**src/rtl/myexp2_pkg.sv**
```systemverilog
// Shared types and constants for the fractional power-of-two unit.
// Holds the FSM state encoding and the C[k] = 2^(2^-k) table generator.
// The generator is only evaluated at elaboration time to build the constant ROM.
package myexp2_pkg;

  localparam int MANT_DEFAULT = 16;

  // Extra fraction bits carried while taking repeated square roots so the
  // final rounding to MANT bits is not disturbed by accumulated floor error.
  localparam int C_GUARD = 16;

  typedef enum logic [1:0] {
    ST_IDLE = 2'd0,
    ST_CALC = 2'd1,
    ST_DONE = 2'd2
  } state_t;

  // round(2^(2^-k) * 2^mant), computed as k nested integer square roots of 2.0.
  // Indices outside 1..frac yield 1.0 so an idle lookup is harmless.
  function automatic logic [63:0] c_const(input int frac, input int mant, input int k);
    logic [127:0] v;
    logic [127:0] n;
    logic [127:0] r;
    logic [127:0] b;
    int           f;
    f = mant + C_GUARD;
    if (k < 1 || k > frac) begin
      return 64'd1 << mant;
    end
    v = 128'd2 << f;
    for (int s = 0; s < k; s++) begin
      // Bit-by-bit integer sqrt of v * 2^f keeps the result in the same scale.
      n = v << f;
      r = '0;
      b = 128'd1 << 126;
      for (int i = 0; i < 64; i++) begin
        if (n >= r + b) begin
          n = n - (r + b);
          r = (r >> 1) + b;
        end else begin
          r = r >> 1;
        end
        b = b >> 2;
      end
      v = r;
    end
    return 64'((v + (128'd1 << (C_GUARD - 1))) >> C_GUARD);
  endfunction

endpackage

```
**src/rtl/myexp2_const_rom.sv**
```systemverilog
// Constant table C[k] = 2^(2^-k) in Q1.MANT, indexed by the step number k.
// Latency: combinational, zero cycles.
// Backpressure: none; pure lookup with no handshake.
module myexp2_const_rom
  import myexp2_pkg::*;
#(
  parameter int FRAC = 8,
  parameter int MANT = MANT_DEFAULT,
  parameter int KW   = $clog2(FRAC + 1)
) (
  input  logic [KW-1:0] i_k,
  output logic [MANT:0] o_c
);

  localparam int MW = MANT + 1;

  logic [MANT:0] w_tab [1:FRAC];

  for (genvar g = 1; g <= FRAC; g++) begin : g_tab
    localparam logic [63:0] CK = c_const(FRAC, MANT, g);
    assign w_tab[g] = CK[MANT:0];
  end

  // Select the entry for step i_k; anything outside 1..FRAC reads as 1.0.
  always_comb begin
    o_c = MW'(1) << MANT;
    for (int i = 1; i <= FRAC; i++) begin
      if (i_k == KW'(i)) begin
        o_c = w_tab[i];
      end
    end
  end

endmodule

```
**src/rtl/myexp2.sv**
```systemverilog
// Computes floor(2^(exp_int + exp_frac/2^FRAC)) by one mantissa multiply per fraction bit.
// Latency: out_valid exactly FRAC+1 cycles after the accepting edge, data independent.
// Backpressure: result held in DONE until out_ready; no new input accepted until then.
module myexp2
  import myexp2_pkg::*;
#(
  parameter  int WIDTH     = 32,
  parameter  int FRAC      = 8,
  parameter  int MANT      = MANT_DEFAULT,
  localparam int IDX_WIDTH = $clog2(WIDTH)
) (
  input  logic                 clk,
  input  logic                 rst_n,
  input  logic                 in_valid,
  output logic                 in_ready,
  input  logic [IDX_WIDTH-1:0] exp_int,
  input  logic [FRAC-1:0]      exp_frac,
  output logic                 out_valid,
  input  logic                 out_ready,
  output logic [WIDTH-1:0]     res
);

  localparam int KW = $clog2(FRAC + 1);
  localparam int MW = MANT + 1;
  localparam int PW = 2 * MW;
  // Wide enough for a Q1.MANT mantissa shifted by the largest exp_int.
  localparam int SW = MW + (1 << IDX_WIDTH);

  state_t               r_state;
  state_t               w_state_nxt;
  logic [IDX_WIDTH-1:0] r_exp_int;
  logic [FRAC-1:0]      r_frac;
  logic [MANT:0]        r_mant;
  logic [KW-1:0]        r_k;
  logic [WIDTH-1:0]     r_res;
  logic [KW-1:0]        w_k_nxt;
  logic [MANT:0]        w_c;
  logic [MANT:0]        w_mant_step;
  logic [WIDTH-1:0]     w_res;
  logic                 w_last;

  assign w_k_nxt = r_k + KW'(1);
  // The extra cycle after step FRAC is spent registering the shifted result.
  assign w_last  = (r_k == KW'(FRAC));

  myexp2_const_rom #(
    .FRAC (FRAC),
    .MANT (MANT),
    .KW   (KW)
  ) u_rom (
    .i_k (w_k_nxt),
    .o_c (w_c)
  );

  // Single truncating (MANT+1)x(MANT+1) multiply; product stays below 2.0.
  assign w_mant_step = MW'((PW'(r_mant) * PW'(w_c)) >> MANT);
  assign w_res       = WIDTH'((SW'(r_mant) << r_exp_int) >> MANT);
  assign res         = r_res;

  // State register.
  always_ff @(posedge clk) begin
    if (!rst_n) begin
      r_state <= ST_IDLE;
    end else begin
      r_state <= w_state_nxt;
    end
  end

  // Next-state and handshake outputs.
  always_comb begin
    w_state_nxt = r_state;
    in_ready    = 1'b0;
    out_valid   = 1'b0;
    case (r_state)
      ST_IDLE: begin
        in_ready = 1'b1;
        if (in_valid) begin
          w_state_nxt = ST_CALC;
        end
      end
      ST_CALC: begin
        if (w_last) begin
          w_state_nxt = ST_DONE;
        end
      end
      ST_DONE: begin
        out_valid = 1'b1;
        if (out_ready) begin
          w_state_nxt = ST_IDLE;
        end
      end
      default: w_state_nxt = ST_IDLE;
    endcase
  end

  // Operand capture, per-bit mantissa refinement and result register.
  always_ff @(posedge clk) begin
    if (!rst_n) begin
      r_exp_int <= '0;
      r_frac    <= '0;
      r_mant    <= MW'(1) << MANT;
      r_k       <= '0;
      r_res     <= '0;
    end else begin
      case (r_state)
        ST_IDLE: begin
          if (in_valid) begin
            r_exp_int <= exp_int;
            r_frac    <= exp_frac;
            r_mant    <= MW'(1) << MANT;
            r_k       <= '0;
          end
        end
        ST_CALC: begin
          if (w_last) begin
            r_res <= w_res;
          end else begin
            // Fraction bits are consumed MSB first, matching C[1], C[2], ...
            if (r_frac[FRAC-1]) begin
              r_mant <= w_mant_step;
            end
            r_frac <= r_frac << 1;
            r_k    <= w_k_nxt;
          end
        end
        default: ;
      endcase
    end
  end

endmodule

```
**config.mk**
```make
export PLATFORM = sky130hd
export DESIGN_NAME = myexp2
export DESIGN_NICKNAME = d
export VERILOG_FILES = /design/src/rtl/myexp2_pkg.sv /design/src/rtl/myexp2_const_rom.sv /design/src/rtl/myexp2.sv
export SDC_FILE = /design/constraint.sdc
export NUM_CORES = 1
export LEC_CHECK = 0
export BUFFER_PORTS_ARGS = -buffer_cell sky130_fd_sc_hd__buf_2
export CAP_MARGIN = 20
export CORE_MARGIN = 2
export CORE_UTILIZATION = 65
export CTS_CLUSTER_SIZE = 30
export DETAILED_ROUTE_END_ITERATION = 6
export PLACE_DENSITY = 0.82
export SLEW_MARGIN = 5
export SYNTH_ARGS = -nofsm -noshare
export SYNTH_HDL_FRONTEND = slang
export SYNTH_SLANG_ARGS = --single-unit
```
**constraint.sdc**
```tcl
create_clock -name clk -period 8.9 [get_ports clk]
set_clock_uncertainty 0.1 [all_clocks]
set_input_delay 0.89 -clock clk [delete_from_list [all_inputs] [get_ports clk]]
set_output_delay 0.89 -clock clk [all_outputs]
set_load 0.005 [all_outputs]
```
==> insert_results.sql, run 1 <==
INSERT INTO impl_metrics (metric_group, metric, value, unit) VALUES
('clock_tree', 'ctsHtreeMaxLevel', '3', ''),
('placement', 'placedCellCount', '1699', ''),
('clock_tree', 'cts.sink_count', '68', ''),
('clock_tree', 'cts_buffers', '9', ''),
('pwr', 'power.density_cell_area', '79.4', 'nW/um2'),
('drt', 'drt_pre_antenna_iters', '5', ''),
('yosys', 'netlist.area_leader.share', '0.331', ''),
('timing', 'final_max_slew_viol_count', '0', ''),
('final_layout', 'nFillCells', '1465', ''),
('yosys', 'synthesis.nets', '1817', ''),
('pwr', 'power_switching', '0.347', 'mW'),
('yosys', 'async_s_r_ff_share_synth', '0', ''),
('setup_path', 'crit_slowest_cell', 'fa_1', ''),
('die', 'row_count', '50', ''),
('die', 'die_h', '142', 'um'),
('die', 'io_pins', '51', ''),
('timing', 'achievable-frequency', '0.127', 'GHz'),
('global_route', 'global_route.usage.total', '0.309', ''),
('yosys', 'synth_flop_cell', 'dfxtp_1', ''),
('placement', 'finalWeightedCongestion', '0.978', ''),
('global_route', 'grt_first_pass_wirelength', '49.0', 'mm'),
('setup_path', 'worst-path-buf-inv', '5', ''),
('placement', 'numPortBuffers', '50', ''),
('yosys', 'synthesis.instances', '1474', ''),
('drt', 'drt_iter0_markers', '784', ''),
('setup_path', 'worstRegToRegCells', '28', ''),
('global_route', 'grt_pass1_vias', '10100', ''),
('timing', 'timing.hold.ws', '0.351', 'ns'),
('global_route', 'grt_max_degree', '46', ''),
('die', 'effective_utilization_at_floorplan', '0.662', ''),
('yosys', 'synth.area.top_cells', 'fa_1, ha_1, dfxtp_1', ''),
('timing', 'timing.final.crit_share', '0.885', ''),
('pwr', 'power.share.clock', '0.388', ''),
('setup_path', 'worst_r2r_startpoint', 'r_k[0]', ''),
('setup_path', 'crit_required', '9.04', 'ns'),
('timing', 'final.setup.worst_slack', '1.03', 'ns'),
('hold_path', 'class_of_the_most_critical_hold_timing_path', 'reg2reg', ''),
('drt', 'antenna_left', '0', ''),
('final_layout', 'layout.area.seq', '1360', 'um2'),
('timing', 'setup_repair_after_global_routing_missed_its_margin', 'no', ''),
('clock_tree', 'cts.root.buffer_cell', 'clkbuf_16', ''),
('setup_path', 'timing.critical_path.to_type', 'flip-flop', ''),
('run_status', 'outcome', 'complete, no violations', ''),
('final_layout', 'num-nets-final', '1819', ''),
('final_layout', 'multiInputGateArea', '9580', 'um2'),
('placement', 'detailedPlace.worstSlack', '1.08', 'ns'),
('setup_path', 'worstSetupStartpointType', 'flip-flop', ''),
('pwr', 'combinationalPowerShare', '0.290', ''),
('setup_path', 'path_delay_family', 'adder cells', ''),
('final_layout', 'mostFrequentLayoutCells', 'inv_1, nand2_1, fa_1, ha_1, and2_1', ''),
('drt', 'route.detailed.drc', '0', ''),
('clock_tree', 'worst_setup_hold_path_clk_slew', '0.06', 'ns'),
('clock_tree', 'clk_path_buf_depth', '2', ''),
('final_layout', 'layout.cells.most_common', 'inv_1', ''),
('clock_tree', 'hold_buffers', '0', ''),
('clock_tree', 'cts-resized-gates', '0', ''),
('pwr', 'total_leakage_power', '6.66', 'nW'),
('yosys', 'synth.cell_area', '12400', 'um2'),
('yosys', 'yosysTopAreaCell', 'fa_1', ''),
('drt', 'wl_per_cell', '17.2', 'um'),
('yosys', 'netlist-cell-type-count', '55', ''),
('setup_path', 'critPathLaunch', 'r_k[0]', ''),
('global_route', 'globalRouteOverflowTotal', '0', ''),
('setup_path', 'cp_data_arrival_time', '8.01', 'ns'),
('setup_path', 'path_max_fanout', '17', ''),
('yosys', 'synth-seq-cells', '68', ''),
('placement', 'post-dp-hpwl', '22.1', 'mm'),
('yosys', 'sequential_element_share_of_the_synthesized_area', '0.110', ''),
('timing', 'max-slew-margin-rel', '0.320', ''),
('die', 'dieArea', '20200', 'um2'),
('setup_path', 'worst_path_most_repeated_cell', 'fa_1', '');
## logic make-up (layout without fill, tap and decap cells)
logic type / count (synthesis) / count (layout) / share of synthesized area
adders and majority gates: 326 / 326 / 0.454
AOI/OAI and AO/OA: 164 / 164 / 0.0880
DFF: 68 / 68 / 0.110
xor gates and xnor gates: 23 / 23 / 0.0163
buffers and inverters: 378 / 385 / 0.117
and+or+nand+nor: 487 / 487 / 0.183
muxes: 28 / 28 / 0.0323
## metrics by stage
step | area (um2) | power, mW | utilization
floorplan | 12400 | 0.553 | -
global placement | 12800 | 0.627 | 0.683
detailed placement | 12800 | 0.640 | 0.683
CTS | 13100 | 1.04 | 0.701
global route | 13100 | 1.09 | 0.701
finish | 13100 | 1.04 | 0.701
## worst reg2reg max path: cells and delay by family (launching register included)
family	cells	cell delay (ns)
buf+inv	5	0.51
compound gates	6	1.09
simple gates	8	1.92
flops	1	0.41
fa+ha+maj	8	3.58
xor+xnor	1	0.15
## layer usage
metal,global-route usage,vias to the layer above,routed length (um)
met5,0,-,0
met3,0.0545,84,2140
li1,-,4541,-
met1,0.390,4881,11800
met4,0.122,0,1020
met2,0.532,388,14500
## worst paths after layout
| kind | end | slack (ns) |
|---|---|---|
| worst max register to register | r_mant[10] | 1.03 |
| worst min register to register | res[21] | 0.35 |
| worst max-delay path | r_mant[10] | 1.03 |
| worst min-delay path | res[21] | 0.35 |
## sequential cells by signal, indices dropped and copies added (netlist names)
| register | flops |
|---|---|
| r_frac | 8 |
| r_state | 2 |
| r_exp_int | 5 |
| r_k | 4 |
| res | 32 |
| r_mant | 17 |
## cells in the mapped netlist (4+ instances only)
| library cell | instances |
|---|---|
| a211oi_1 | 8 |
| a21boi_0 | 6 |
| a21o_1 | 8 |
| a21oi_1 | 50 |
| a21oi_2 | 4 |
| a221oi_1 | 4 |
| a22o_1 | 12 |
| a22oi_1 | 4 |
| a311oi_1 | 7 |
| a32oi_1 | 4 |
| and2_1 | 100 |
| and3_1 | 4 |
| buf_2 | 14 |
| clkbuf_1 | 67 |
| dfxtp_1 | 68 |
| fa_1 | 205 |
| ha_1 | 121 |
| inv_1 | 292 |
| mux2_2 | 6 |
| mux2i_1 | 13 |
| mux4_2 | 9 |
| nand2_1 | 215 |
| nand2b_1 | 12 |
| nand3_1 | 13 |
| nand4_1 | 4 |
| nor2_1 | 90 |
| nor2b_1 | 22 |
| nor3_1 | 14 |
| o211ai_1 | 5 |
| o21ai_0 | 20 |
| o21ai_1 | 9 |
| o221ai_1 | 6 |
| o22ai_1 | 4 |
| or3_1 | 4 |
| xnor2_1 | 15 |
| xor2_1 | 8 |
## layout make-up
cell class	instances	area share
multi-input combinational	1028	0.730
tap	234	0.0223
inverter	293	0.0839
sequential	68	0.104
clock buffer	13	0.0206
timing repair buffer	76	0.0340
clock inverter	3	0.00515
## power by group through the flow
stage | logic (mW) | registers [mW] | clock network [mW]
finish | 0.303 | 0.334 | 0.404
global route | 0.340 | 0.336 | 0.417
CTS | 0.301 | 0.334 | 0.404
detailed placement | 0.300 | 0.340 | 0
global placement | 0.287 | 0.340 | 0
floorplan | 0.230 | 0.323 | 0
Power figures use the tool's default switching activity.
==> inputs of run 2 (changes only) <==
Settings changed: MAX_ROUTING_LAYER set to met4, PLACE_DENSITY 0.82 to 0.9.
==> run 2 against run 1 <==
Maximum frequency down 4.9%; die area is the same; power shrank 7.7%; critical path depth did not move; flip-flop and latch count is the same; wire length up 1.3%; setup slack lost 0.41 ns; non-clock buffer count shrank 4; first-iteration DRC count grew 19%; global-route usage is 1.3 points higher; final area down 0.78%; critical path type unchanged; critical endpoint unchanged.
==> insert_results.sql, run 2 (synthesized netlist as in run 1, its figures left out) <==
INSERT INTO impl_metrics (metric_group, metric, value, unit) VALUES
('drt', 'wl_per_cell', '17.4', 'um'),
('die', 'design.core.area', '18700', 'um2'),
('clock_tree', 'cts-resized-gates', '0', ''),
('timing', 'final_max_slew_viol_count', '0', ''),
('timing', 'max-slew-margin-rel', '0.264', ''),
('setup_path', 'critPathLaunch', 'r_k[0]', ''),
('die', 'effective_utilization_at_floorplan', '0.662', ''),
('final_layout', 'num-nets-final', '1815', ''),
('timing', 'final_hold_viol_count', '0', ''),
('pwr', 'total_leakage_power', '6.60', 'nW'),
('drt', 'route.detailed.drc', '0', ''),
('setup_path', 'worstSetupStartpointType', 'flip-flop', ''),
('global_route', 'grt_first_pass_wirelength', '50.3', 'mm'),
('setup_path', 'worst_path_most_repeated_cell', 'fa_1', ''),
('global_route', 'antenna_found_initial', '0', ''),
('drt', 'wirelength', '29.8', 'mm'),
('setup_path', 'timing.critical_path.to_type', 'flip-flop', ''),
('global_route', 'global_route.usage.total', '0.323', ''),
('die', 'row_count', '50', ''),
('drt', 'drt_pre_antenna_iters', '7', ''),
('run_status', 'outcome', 'complete, no violations', ''),
('clock_tree', 'clk_latency', '0.33', 'ns'),
('final_layout', 'area_growth', '5.08', '%'),
('placement', 'area_after_dpl', '12700', 'um2'),
('drt', 'avgViaCountPerCell', '5.87', ''),
('die', 'die-width', '142', 'um'),
('final_layout', 'antenna_cells', '0', ''),
('final_layout', 'mostFrequentLayoutCells', 'inv_1, nand2_1, fa_1, ha_1, and2_1', ''),
('timing', 'final.setup.worst_slack', '0.618', 'ns'),
('global_route', 'grt_max_degree', '46', ''),
('clock_tree', 'cts.sink_count', '68', ''),
('setup_path', 'path_max_fanout', '14', ''),
('timing', 'setup_viol_count_final', '0', ''),
('clock_tree', 'hold_buffers', '0', ''),
('clock_tree', 'cts_setup_buffers', '0', ''),
('placement', 'post-dp-hpwl', '22.3', 'mm'),
('placement', 'numPortBuffers', '50', ''),
('clock_tree', 'worst_setup_hold_path_clk_slew', '0.06', 'ns'),
('drt', 'antenna_left', '0', ''),
('timing', 'setup_tns', '0', 'ns'),
('hold_path', 'holdCritStartpoint', 'res[21]', ''),
('global_route', 'grt_pass1_vias', '10600', ''),
('die', 'dieArea', '20200', 'um2'),
('timing', 'finalWorstPathRequiredPeriod', '8.28', 'ns'),
('setup_path', 'path_class', 'reg2reg', ''),
('timing', 'setup_repair_after_global_routing_missed_its_margin', 'no', ''),
('pwr', 'power.density_cell_area', '73.9', 'nW/um2'),
('setup_path', 'crit_required', '9.02', 'ns'),
('clock_tree', 'cts.root.buffer_cell', 'clkbuf_16', ''),
('setup_path', 'crit_path_max_cell_delay', '0.52', 'ns'),
('placement', 'finalWeightedCongestion', '0.992', ''),
('drt', 'via_count', '10000', ''),
('setup_path', 'crit_slowest_cell', 'fa_1', ''),
('drt', 'drt_iter0_markers', '934', ''),
('die', 'io_pins', '51', ''),
('clock_tree', 'clk_path_buf_depth', '2', ''),
('placement', 'detailedPlace.worstSlack', '0.749', 'ns'),
('clock_tree', 'cts_buffers', '9', ''),
('clock_tree', 'ctsHtreeMaxLevel', '3', ''),
('run', 'cap_viol_max_count', '0', ''),
('final_layout', 'final_layout_size_suffix_gt1_frac', '0.0766', ''),
('timing', 'achievable-frequency', '0.121', 'GHz'),
('final_layout', 'largest_register_ff_count', '32', ''),
('pwr', 'power.total', '0.962', 'mW'),
('final_layout', 'layout.cells.most_common', 'inv_1', ''),
('pwr', 'power.ir.vdd_worst', '77.8', 'uV'),
('final_layout', 'final_area', '13000', 'um2'),
('timing', 'timing.hold.ws', '0.358', 'ns'),
('global_route', 'globalRouteOverflowTotal', '0', ''),
('timing', 'timing.final.crit_share', '0.931', ''),
('clock_tree', 'tritoncts', 'yes', ''),
('timing', 'worstMarginPinSlew', '1.10', 'ns'),
('die', 'die_h', '142', 'um'),
('setup_path', 'worst_r2r_startpoint', 'r_k[0]', ''),
('setup_path', 'cp_data_arrival_time', '8.41', 'ns'),
('hold_path', 'class_of_the_most_critical_hold_timing_path', 'reg2reg', '');
==> run 2: final timing paths <==
path | endpoint | slack [ns] | cells past startpoint
worst max-delay path | r_mant[10] | 0.62 | 28
worst min-delay path | res[21] | 0.36 | 2
worst max register to register | r_mant[10] | 0.62 | 28
worst min register to register | res[21] | 0.36 | 2
==> run 2: per-stage QoR <==
stage,utilization,cells
2_1_floorplan,-,1474
3_3_place_gp,0.681,1694
3_5_place_dp,0.681,1694
4_1_cts,0.695,1708
5_1_grt,0.696,1709
6_report,0.696,1709
==> run 2: worst max-delay path: cells and delay by family, from the launching register on <==
family                   cells  cell delay, ns
adder cells (fa/ha/maj)      8            3.59
AND/OR/NAND/NOR              8            1.98
AO/OA/AOI/OAI                6            1.42
buffers and inverters        5            0.53
flip-flops                   1            0.42
XOR/XNOR                     1            0.14
==> run 2: layout make-up <==
class                           instances  area [um2]
Fill cell                            1404        5690
Sequential cell                        68        1360
Clock buffer                           10         239
Multi-Input combinational cell       1028        9570
Inverter                              293        1100
Tap cell                              234         293
Timing Repair Buffer                   72         419
Clock inverter                          4        27.5
==> run 2: report_power, final <==
part           switching (mW)  leakage [nW]  internal, mW
registers              0.0242         0.551         0.312
logic                   0.187          5.93         0.114
clock network           0.132         0.122         0.192
==> run 2: per-layer routing <==
| metal | GRT usage | share of wire | wire length [um] |
|---|---|---|---|
| met1 | 0.387 | 0.37 | 11100 |
| met2 | 0.543 | 0.50 | 14900 |
| met3 | 0.0515 | 0.083 | 2480 |
| met4 | 0.139 | 0.045 | 1350 |
| met5 | - | 0 | 0 |
==> inputs of run 3 (changes only) <==
Settings changed: BUFFER_PORTS_ARGS -buffer_cell sky130_fd_sc_hd__buf_2 to not set, CORE_UTILIZATION 65 to 31, DONT_BUFFER_PORTS set to 1, PLACE_DENSITY 0.9 to 0.52.
==> run 3 against run 2 <==
Combinational power is essentially flat; via count shrank 5.9%; wire length grew 9.8%; critical path depth shrank 1; power grew 6.5%; critical path type unchanged.
==> insert_results.sql, run 3 (synthesized netlist as in run 1, its figures left out) <==
INSERT INTO impl_metrics (metric_group, metric, value, unit) VALUES
('setup_path', 'critPathLaunch', 'r_k[0]', ''),
('setup_path', 'path_class', 'reg2reg', ''),
('placement', 'finalWeightedCongestion', '0.863', ''),
('clock_tree', 'clk_path_buf_depth', '2', ''),
('clock_tree', 'cts_setup_buffers', '0', ''),
('timing', 'max-slew-margin-rel', '0.294', ''),
('run', 'cap_viol_max_count', '0', ''),
('global_route', 'grt_first_pass_wirelength', '53.9', 'mm'),
('global_route', 'global_route.usage.total', '0.170', ''),
('timing', 'worstMarginPinSlew', '1.06', 'ns'),
('timing', 'setup_repair_after_global_routing_missed_its_margin', 'no', ''),
('clock_tree', 'hold_buffers', '0', ''),
('final_layout', 'multiInputGateArea', '9600', 'um2'),
('hold_path', 'class_of_the_most_critical_hold_timing_path', 'reg2reg', ''),
('pwr', 'total_leakage_power', '6.43', 'nW'),
('die', 'effective_utilization_at_floorplan', '0.313', ''),
('timing', 'setup_viol_count_final', '0', ''),
('die', 'io_pins', '51', ''),
('timing', 'final.setup.worst_slack', '0.911', 'ns'),
('final_layout', 'num-nets-final', '1773', ''),
('timing', 'achievable-frequency', '0.125', 'GHz'),
('final_layout', 'layout.area.seq', '1360', 'um2'),
('drt', 'route.detailed.drc', '0', ''),
('final_layout', 'nFillCells', '4176', ''),
('timing', 'final_max_slew_viol_count', '0', ''),
('final_layout', 'area_growth', '7.19', '%'),
('placement', 'post-dp-hpwl', '25.3', 'mm'),
('setup_path', 'crit-reg2reg-capture', 'r_mant[10]', ''),
('drt', 'drt_iter0_markers', '503', ''),
('clock_tree', 'cts.sink_count', '68', ''),
('setup_path', 'cp_data_arrival_time', '8.12', 'ns'),
('placement', 'numPortBuffers', '0', ''),
('clock_tree', 'tritoncts', 'yes', ''),
('clock_tree', 'cts_buffers', '9', ''),
('global_route', 'grt_max_degree', '46', ''),
('final_layout', 'mostFrequentLayoutCells', 'inv_1, nand2_1, fa_1, ha_1, and2_1', ''),
('final_layout', 'final_util', '0.336', ''),
('setup_path', 'worstSetupStartpointType', 'flip-flop', ''),
('final_layout', 'final_layout_size_suffix_gt1_frac', '0.0523', ''),
('clock_tree', 'worst_setup_hold_path_clk_slew', '0.06', 'ns'),
('die', 'row_count', '73', ''),
('drt', 'via_count', '9446', ''),
('run_status', 'outcome', 'complete, no violations', ''),
('timing', 'finalWorstPathRequiredPeriod', '7.99', 'ns'),
('pwr', 'power.density_cell_area', '77.2', 'nW/um2'),
('global_route', 'globalRouteOverflowTotal', '0', ''),
('drt', 'avgViaCountPerCell', '4.82', ''),
('global_route', 'grt_pass1_vias', '9944', ''),
('setup_path', 'worst_r2r_startpoint', 'r_k[0]', ''),
('drt', 'antenna_left', '0', ''),
('drt', 'wl_per_cell', '16.7', 'um'),
('die', 'design.core.area', '39500', 'um2'),
('pwr', 'power.ir.vdd_worst', '80.9', 'uV'),
('setup_path', 'path_max_fanout', '17', ''),
('timing', 'setup_tns', '0', 'ns'),
('setup_path', 'timing.critical_path.to_type', 'flip-flop', ''),
('clock_tree', 'cts.root.buffer_cell', 'clkbuf_16', ''),
('global_route', 'antenna_found_initial', '0', ''),
('die', 'die_h', '204', 'um'),
('final_layout', 'antenna_cells', '0', ''),
('die', 'dieArea', '41600', 'um2'),
('clock_tree', 'ctsHtreeMaxLevel', '3', ''),
('die', 'die-width', '204', 'um'),
('setup_path', 'crit_required', '9.03', 'ns'),
('setup_path', 'worstRegToRegCells', '27', ''),
('drt', 'drt_pre_antenna_iters', '5', ''),
('clock_tree', 'cts-resized-gates', '0', ''),
('setup_path', 'timing.reg2reg.setup_slack', '0.91', 'ns'),
('drt', 'wirelength', '32.7', 'mm'),
('final_layout', 'largest_register_ff_count', '32', ''),
('hold_path', 'holdCritStartpoint', 'res[21]', ''),
('timing', 'timing.final.crit_share', '0.898', ''),
('hold_path', 'worst_hold_endpoint', 'res[21]', ''),
('final_layout', 'layout.cells.most_common', 'inv_1', ''),
('hold_path', 'hold_path_depth', '2', ''),
('placement', 'detailedPlace.worstSlack', '0.972', 'ns'),
('clock_tree', 'clk_latency', '0.34', 'ns'),
('timing', 'final_hold_viol_count', '0', '');
[run 3: metal layers]
layer  up-vias  global-route usage  part of all wire
li1       4449                   -                 -
met1      4825               0.222              0.46
met2       144               0.291              0.50
met3        28              0.0112             0.023
met4         0              0.0323             0.013
met5         -                   -                 0
[run 3: worst max path at each step]
stage / endpoint / slack (ns) / cells after the start
2_1_floorplan: r_mant[10] / 1.97 / 28
3_3_place_gp: r_mant[10] / 1.11 / 27
3_5_place_dp: r_mant[10] / 0.97 / 27
4_1_cts: r_mant[10] / 0.98 / 27
5_1_grt: r_mant[11] / 0.39 / 27
6_report: r_mant[10] / 0.91 / 27
[run 3: cell type report]
| class | count | share of cell area |
|---|---|---|
| timing repair buffer | 30 | 0.0175 |
| sequential | 68 | 0.103 |
| multi-input combinational | 1028 | 0.723 |
| inverter | 293 | 0.0829 |
| clock buffer | 9 | 0.0170 |
| tap | 525 | 0.0495 |
| clock inverter | 7 | 0.00735 |
[run 3: critical path, stage by stage, from the launching register on]
cell and delay, ns:
dfxtp_1 0.42, ha_1 0.46, nor2b_1 0.54, nor2_1 0.19
or3_1 0.37, a21oi_1 0.14, buf_4 0.25, nand2_1 0.11
fa_1 0.50, fa_1 0.52, fa_1 0.51, inv_1 0.05
fa_1 0.49, fa_1 0.49, inv_1 0.05, fa_1 0.47
inv_1 0.04, ha_1 0.32, a21oi_1 0.20, o21ai_1 0.12
a32oi_1 0.22, nand3_1 0.25, nand3_1 0.23, nand2_1 0.15
a21oi_2 0.20, o21bai_1 0.09, xor2_1 0.15, a22o_1 0.23
[run 3: power by group]
| part | switching (mW) | internal, mW | total (mW) | leakage, nW |
|---|---|---|---|---|
| registers | 0.0192 | 0.312 | 0.331 | 0.551 |
| clock network | 0.143 | 0.247 | 0.390 | 0.152 |
| logic | 0.193 | 0.111 | 0.303 | 5.73 |
[run 3: per-stage QoR]
| step | power, mW | area (um2) | hold WS (ns) | instances |
|---|---|---|---|---|
| 2_1_floorplan | 0.553 | 12400 | 0.348 | 1474 |
| 3_3_place_gp | 0.638 | 12900 | 0.365 | 1943 |
| 3_5_place_dp | 0.641 | 12900 | 0.365 | 1943 |
| 4_1_cts | 1.04 | 13300 | 0.373 | 1959 |
| 5_1_grt | 1.09 | 13300 | 0.386 | 1960 |
| 6_report | 1.02 | 13300 | 0.371 | 1960 |
